===== config.mk =====
export PLATFORM = sky130hd
export DESIGN_NAME = alu_matrix_sequencer
export DESIGN_NICKNAME = d
export VERILOG_FILES = /design/src/rtl/alu_matrix_sequencer.sv
export SDC_FILE = /design/constraint.sdc
export NUM_CORES = 1
export LEC_CHECK = 0
export BUFFER_PORTS_ARGS = -buffer_cell sky130_fd_sc_hd__buf_2
export CORE_AREA = 4 4 100 102
export CTS_BUF_LIST = sky130_fd_sc_hd__clkbuf_16
export DETAILED_ROUTE_END_ITERATION = 6
export DIE_AREA = 0 0 104 106
export HOLD_SLACK_MARGIN = 0.06
export PLACE_DENSITY = 0.82
export SYNTH_ARGS = -nofsm -noshare
export SYNTH_HDL_FRONTEND = slang
export SYNTH_SLANG_ARGS = --single-unit

===== constraint.sdc =====
create_clock -name clk -period 2.2 [get_ports clk]
set_input_delay 0.22 -clock clk [delete_from_list [all_inputs] [get_ports clk]]
set_output_delay 0.22 -clock clk [all_outputs]
set_load 0.1 [all_outputs]

===== src/rtl/alu_matrix_sequencer.sv =====
// Sequencer that loads operands into the matrix ALU and streams its results back out.
// Optional build macro ALU_SEQ_PERF_EN adds the perf_cycles busy-cycle counter output.
module alu_matrix_sequencer #(
  parameter int DATA_W   = 32,
  parameter int SEL_W    = 6,
  parameter int IDLE_SEL = 27
) (
  input  logic              clk,
  input  logic              reset,
  input  logic              start,
  input  logic [2:0]        op,
  input  logic              in_valid,
  output logic              in_ready,
  input  logic [DATA_W-1:0] in_data,
  output logic              out_valid,
  input  logic              out_ready,
  output logic [DATA_W-1:0] out_data,
  output logic              out_last,
  output logic              busy,
  output logic              done,
  output logic [SEL_W-1:0]  alu_sel,
  output logic [DATA_W-1:0] alu_ele_in,
  input  logic [DATA_W-1:0] alu_ele_out
`ifdef ALU_SEQ_PERF_EN
  ,
  output logic [15:0]       perf_cycles
`endif
);

  localparam int SEL_G0   = 18;
  localparam int SEL_EXEC = 28;
  localparam int SEL_COEF = 40;

  localparam logic [2:0] OP_ADD   = 3'd1;
  localparam logic [2:0] OP_SUB   = 3'd2;
  localparam logic [2:0] OP_MUL   = 3'd3;
  localparam logic [2:0] OP_SCALE = 3'd4;
  localparam logic [2:0] OP_DET   = 3'd5;

  typedef enum logic [2:0] {
    S_IDLE, S_LOAD, S_EXEC, S_SETTLE, S_RSEL, S_RVAL, S_DONE
  } state_t;

  state_t     state_reg;
  logic [2:0] op_reg;
  logic [4:0] idx_reg;
  logic [3:0] ridx_reg;
  logic       primed_reg;

  logic             start_accept;
  logic [4:0]       last_idx;
  logic             load_last;
  logic [SEL_W-1:0] load_code;
  logic [SEL_W-1:0] read_sel;
  logic [SEL_W-1:0] read_sel_next;
  logic             read_last;

  assign start_accept = (state_reg == S_IDLE) && start && (op <= 3'd5);

  always_comb begin
    last_idx = 5'd8;
    case (op_reg)
      OP_ADD, OP_SUB, OP_MUL: last_idx = 5'd17;
      OP_SCALE:               last_idx = 5'd9;
      default:                last_idx = 5'd8;
    endcase
  end

  assign load_last = (idx_reg == last_idx);

  // Scale sends the coefficient first, so its element codes lag the word index by one.
  always_comb begin
    load_code = SEL_W'(idx_reg);
    if (op_reg == OP_SCALE) begin
      if (idx_reg == 5'd0) load_code = SEL_W'(SEL_COEF);
      else                 load_code = SEL_W'(idx_reg - 5'd1);
    end
  end

  assign read_sel      = (op_reg == OP_DET) ? SEL_W'(IDLE_SEL)
                                            : SEL_W'(SEL_G0) + SEL_W'(ridx_reg);
  assign read_sel_next = SEL_W'(SEL_G0) + SEL_W'(ridx_reg) + SEL_W'(1);
  assign read_last     = (op_reg == OP_DET) || (ridx_reg == 4'd8);

  always_ff @(posedge clk) begin
    if (reset) begin
      state_reg  <= S_IDLE;
      op_reg     <= 3'd0;
      idx_reg    <= 5'd0;
      ridx_reg   <= 4'd0;
      primed_reg <= 1'b0;
      alu_sel    <= SEL_W'(IDLE_SEL);
      alu_ele_in <= '0;
      out_data   <= '0;
      out_valid  <= 1'b0;
      out_last   <= 1'b0;
      in_ready   <= 1'b0;
      busy       <= 1'b0;
      done       <= 1'b0;
    end else begin
      done <= 1'b0;
      case (state_reg)
        S_IDLE: begin
          if (start_accept) begin
            op_reg    <= op;
            idx_reg   <= 5'd0;
            in_ready  <= 1'b1;
            busy      <= 1'b1;
            state_reg <= S_LOAD;
          end
        end
        S_LOAD: begin
          if (in_valid && in_ready) begin
            alu_sel    <= load_code;
            alu_ele_in <= in_data;
            idx_reg    <= idx_reg + 5'd1;
            if (load_last) begin
              in_ready  <= 1'b0;
              state_reg <= S_EXEC;
            end
          end
        end
        S_EXEC: begin
          alu_sel   <= SEL_W'(SEL_EXEC) + SEL_W'(op_reg);
          state_reg <= S_SETTLE;
        end
        S_SETTLE: begin
          alu_sel    <= SEL_W'(IDLE_SEL);
          ridx_reg   <= 4'd0;
          primed_reg <= 1'b0;
          state_reg  <= S_RSEL;
        end
        S_RSEL: begin
          // First visit only presents the read code; later visits arrive already primed.
          if (!primed_reg) begin
            alu_sel    <= read_sel;
            primed_reg <= 1'b1;
          end else begin
            out_data  <= alu_ele_out;
            out_valid <= 1'b1;
            out_last  <= read_last;
            state_reg <= S_RVAL;
          end
        end
        S_RVAL: begin
          if (out_ready) begin
            out_valid <= 1'b0;
            out_last  <= 1'b0;
            if (read_last) begin
              alu_sel   <= SEL_W'(IDLE_SEL);
              done      <= 1'b1;
              state_reg <= S_DONE;
            end else begin
              ridx_reg  <= ridx_reg + 4'd1;
              alu_sel   <= read_sel_next;
              state_reg <= S_RSEL;
            end
          end
        end
        S_DONE: begin
          busy      <= 1'b0;
          state_reg <= S_IDLE;
        end
        default: state_reg <= S_IDLE;
      endcase
    end
  end

`ifdef ALU_SEQ_PERF_EN
  always_ff @(posedge clk) begin
    if (reset)                                 perf_cycles <= 16'd0;
    else if (start_accept)                     perf_cycles <= 16'd0;
    else if (busy && perf_cycles != 16'hFFFF)  perf_cycles <= perf_cycles + 16'd1;
  end
`endif

endmodule


=== After elaboration in Yosys (flattened, before gate mapping) ===
Index checks and enable logic that the tools add are counted.

* Bitwise operators: 2
* Reductions and logical operators: 24
* Equality and inequality tests: 20
* $lt $le $gt $ge: 1
* Multiplexer cells: 34
* $add $sub $neg: 6

{| class="wikitable"
|+ Operators with widths
! operator !! number
|-
| $mux W6 || 7
|-
| $pmux W6 S5 || 1
|-
| $pmux W5 S2 || 2
|-
| $pmux W3 S6 || 1
|-
| $eq A3 B3 Y1 const B || 5
|-
| $mux W3 || 5
|-
| $ne A2 B2 Y1 const B || 7
|-
| $eq A3 B2 Y1 const B || 4
|-
| $mux W5 || 2
|-
| $pmux W1 S2 || 5
|-
| $reduce_bool A2 Y1 || 5
|-
| $reduce_and A3 Y1 || 3
|-
| $mux W4 || 2
|-
| $pmux W4 S2 || 1
|-
| $reduce_and A2 Y1 || 4
|-
| $reduce_and A4 Y1 || 2
|-
| $mux W1 || 7
|-
| $add A5 B3 Y6 const A || 1
|-
| $add A5 B4 Y6 const A || 1
|-
| $add A6 B1 Y6 const B || 1
|-
| $eq A3 B1 Y1 const B || 2
|-
| $reduce_or A3 Y1 || 2
|-
| $sub A5 B1 Y6 const B || 1
|-
| $add A5 B1 Y5 const B || 1
|-
| 12 further kinds || 15
|}

* Input bits: 72
* Bits in registers: 91
* Logic and storage cells: 100

=== Depth between registers and ports, before layout ===
* Depth in word-level cells: 7
* Mapped depth: 8
* Mapped depth without buffers: 7

=== Worst setup path after synthesis ===
OpenSTA, ideal clock, no wires.

* Path kind: register to register
* Start point: reg in_ready
* End point: reg alu_sel[4]
* Path slack: 0.007 ns
* Library setup time: 0.134 ns
* Arrival: 2.059 ns
* Cell stages (with the launch flop): 6
* Period minus slack after synthesis: 2.193 ns
* Path buffers: 0
* Path through: dfxtp_1 > nand2_1 > o211ai_1 > o21ai_0 > a2111oi_0 > a21oi_1

* Cells in the longest elaborated chain, start to end: 3

{| class="wikitable"
|+ Ends and longest elaborated chain
! item !! RTL line !! source
|-
| start, declared || 13 || <nowiki>output logic in_ready,</nowiki>
|-
| start signal, assigned || 97 || <nowiki>in_ready <= 1'b0;</nowiki>
|-
| start signal, assigned || 107 || <nowiki>in_ready <= 1'b1;</nowiki>
|-
| start signal, assigned || 118 || <nowiki>in_ready <= 1'b0;</nowiki>
|-
| $logic_and A1 B1 Y1 || 113 || <nowiki>if (in_valid && in_ready) begin</nowiki>
|-
| $ne A2 B2 Y1 (no line) || n/a ||
|-
| $reduce_and A4 Y1 (no line) || n/a ||
|-
| end signal, assigned || 114 || <nowiki>alu_sel <= load_code;</nowiki>
|-
| end signal, assigned || 124 || <nowiki>alu_sel <= SEL_W'(SEL_EXEC) + SEL_W'(op_reg);</nowiki>
|-
| end signal, assigned || 128 || <nowiki>alu_sel <= SEL_W'(IDLE_SEL);</nowiki>
|-
| end, declared || 21 || <nowiki>output logic [SEL_W-1:0] alu_sel,</nowiki>
|}

Every way passes these cells.
A chain may end at the register's enable or synchronous reset.

=== Worst setup path in the final report ===
* Start point: reg ridx_reg[1]
* End point: reg alu_sel[3]

* Cells in the longest elaborated chain, start to end: 5
* Elaborated cells on any way between the ends: 9

{| class="wikitable"
|+ Ends and longest elaborated chain
! item !! RTL line !! source
|-
| start, declared || 47 || <nowiki>logic [3:0] ridx_reg;</nowiki>
|-
| start signal, assigned || 154 || <nowiki>ridx_reg <= ridx_reg + 4'd1;</nowiki>
|-
| $add A5 B4 Y6 / $eq A4 B4 Y1 (equally long branches) || 81, 82, 83 ||
|-
| $add A6 B1 Y6 / $logic_or A1 B1 Y1 (equally long branches) || 82, 83 ||
|-
| $mux W6 || 149 || <nowiki>if (read_last) begin</nowiki>
|-
| $mux W6 || 146 || <nowiki>if (out_ready) begin</nowiki>
|-
| $pmux W6 S5 (*) || 102 || <nowiki>case (state_reg)</nowiki>
|-
| end signal, assigned || 92 || <nowiki>alu_sel <= SEL_W'(IDLE_SEL);</nowiki>
|-
| end signal, assigned || 150 || <nowiki>alu_sel <= SEL_W'(IDLE_SEL);</nowiki>
|-
| end signal, assigned || 155 || <nowiki>alu_sel <= read_sel_next;</nowiki>
|}

Mark *: on every way between the ends. The rest lies on a longest branch, timed or not. The select of a mux whose other input is x is not followed.

==> out/results.ini <==
[synthesis]
synth-seq-cells=91
ys_seq_area_share_pct=45.4
synth-async-reset-ratio_pct=0
synth_top_area_cell=dfxtp_1
syn_inst=517
syn_nets=598
avgSynthCellArea_um2=7.76
synthesis.area_um2=4010
ys.flop_type=dfxtp_1
yosysWarnings=0
yosysTopAreaCellShare_pct=45.4
synth_edf_count=0
ys_types=55
synth.area.top_cells=dfxtp_1 (45%), nand2_1 (14%), a21oi_1 (11%), ha_1 (2.8%), clkbuf_1 (2.5%)

[pwr]
p_per_area_nw_per_um2=706
p_leak_nw=2.22
ir_worst_vdd_v=0.000356
power_mw=3.68

[sta]
finalCriticalPeriod_ns=2.07
setup_viol=0
max_slew_margin_pct=60.8
final_hold_viol_count=0
slew_viol_final=0
max_freq_mhz=482
period_share_pct=94.3
clock_skew_ns=0.00887
tightest_slew_ns=0.587

[finish]
instances_no_fill=773
reg.largest.list=alu_ele_in (32), out_data (32), alu_sel (6)
final_cell_mix=nand2_1 (151), buf_2 (146), dfxtp_1 (88), a21oi_1 (85), nor2_1 (23)
finalNetCount=738
final_util_pct=57.3
final_common_cell=nand2_1
area_growth_pct=30.0
fillers=836
drive_above_1_share_pct=28.5
antennaDiodeCount=0

[worst_hold_path]
min_to=alu_ele_in[4]
min_from=in_data[4]
hp-class=primary input to register
holdPathStages=3

[place]
dp_cells=757
port_buffers=146
dp_hpwl_um=8380
gp_congestion=0.909

[drt]
dr.pass1.iters=5
drcViolationCount=0
via_per_inst=5.36
routedWlPerCell_um=14.8
drt-total-wl_um=11400
drtIter0Drc=278
vias=4146
ant_nets=0

[floorplanning]
dieArea_um2=11000
core-area_um2=9110
io_pins=147
die_w_um=104
die_y_um=106
rows=35
initial_utilization_pct=44.1

[critical_path]
path_class=register to register
reg2reg_to=alu_sel[3]
critPathMaxStageDelay_ns=0.47
critPathArrivalTime_ns=2.30
reg2reg_depth=7
rrSetupSlack_ns=0.13
critPathLaunch=ridx_reg[1]
cpMaxStageDelayCell=or4_1
required_ns=2.42
crit_path_start_kind=register
r2r-start=ridx_reg[1]
worstPathCellList=inv_1 > ha_1 > and3b_1 > o211a_1 > or4_1 > o32a_1 > o31a_1
cp_top_family=simple AND/OR/NAND/NOR gates
endpoint_kind=register
critical_path.max_fanout=5
cp_num_buf_inv=1

[clock_network]
post-cts-setup-buffer-count=0
cts_hold_buf=0
ctsHtreeMaxLevel=3
clk_path_buf_depth=2
clk_latency_ns=0.34
clk_pin_slew_ns=0.07
numCtsBuffers=9
root_buffer=clkbuf_16
cts.sinks=91
cts_tree=built

[grt]
grt_usage_pct=20.1
antenna_found_initial=0
overflow=0
grt_max_degree=34
grt_pass1_wl_um=18300
grt_pass1_vias=3947

[run_status]
outcome=finished, final reports clean

[job]
cap_viol_max_count=0

-- where the power goes --
part           switching (mW)  total [mW]  internal [mW]
sequential             0.0240        1.70           1.68
combinational           0.301       0.427          0.126
clock                   0.665        1.55          0.889
-- final cells by class --
type / instances / area, um^2 / area share (%)
Multi-Input combinational cell: 383 / 2020 / 38.8
Sequential cell: 91 / 1830 / 35.0
Clock inverter: 7 / 73.8 / 1.42
Tap cell: 111 / 139 / 2.66
Clock buffer: 9 / 225 / 4.32
Timing Repair Buffer: 166 / 906 / 17.4
Inverter: 6 / 22.5 / 0.432
-- worst min-delay path: cells and delay by family --
kind / cells / cell delay (ns)
and+or+nand+nor: 1 / 0.04
AOI/OAI and AO/OA: 1 / 0.05
buffers and inverters: 1 / 0.09
-- per-stage QoR --
| step | setup slack [ns] | TNS [ns] | instance area [um^2] | hold WS (ns) |
|---|---|---|---|---|
| floorplan | 0.00654 | 0 | 4010 | 0.356 |
| global placement | 0.202 | 0 | 4910 | 0.439 |
| detailed placement | 0.139 | 0 | 4910 | 0.444 |
| CTS | 0.124 | 0 | 5210 | 0.109 |
| global route | -0.0797 | -0.0797 | 5220 | 0.101 |
| finish | 0.126 | 0 | 5220 | 0.114 |
-- worst max path at each step --
stage	endpoint	slack [ns]	cells after the start
finish	alu_sel[3]	0.13	7
global route	alu_sel[4]	-0.08	7
CTS	ridx_reg[2]	0.12	7
detailed placement	ridx_reg[2]	0.14	7
global placement	alu_sel[3]	0.20	7
floorplan	alu_sel[4]	0.007	5
-- timing repair --
item | in CTS | in global routing
endpoints found under the hold margin | 0 | 0
gates resized for setup | 0 | 4
endpoints found under the setup margin | 0 | 3
-- cell families after synthesis --
| logic type | after synthesis | share of synthesized area (%) |
|---|---|---|
| compound gates | 136 | 19.6 |
| xor+xnor | 8 | 1.75 |
| fa+ha+maj | 9 | 2.81 |
| buf+inv | 43 | 4.46 |
| flops | 91 | 45.4 |
| mux | 1 | 0.249 |
| simple gates | 229 | 25.8 |
-- routing by layer --
metal / share of wire, % / track usage, % / routed length [um]
met2: 50 / 33.7 / 5750
met5: 0 / 0 / 0
met4: 2.4 / 8.55 / 272
met1: 39 / 23.8 / 4500
met3: 7.8 / 6.19 / 886
-- cell usage after synthesis, types with 2 or more instances --
library cell  number
nand2_1          151
dfxtp_1           91
a21oi_1           85
clkbuf_1          27
nor2_1            23
o21ai_0           15
nor3_1            10
ha_1               9
a31oi_1            8
buf_2              8
nand2b_1           8
nand3_1            7
inv_1              6
xor2_1             5
nand4_1            4
nor2b_1            4
nor3b_1            3
xnor2_1            3
a2111oi_0          2
a221oi_1           2
and3b_1            2
nand3b_1           2
nand4b_1           2
o2111ai_1          2
o21a_1             2
o21ai_1            2
o21bai_1           2
o311a_1            2
o31ai_1            2
o32a_1             2
or3_1              2
Power figures use the tool's default switching activity.
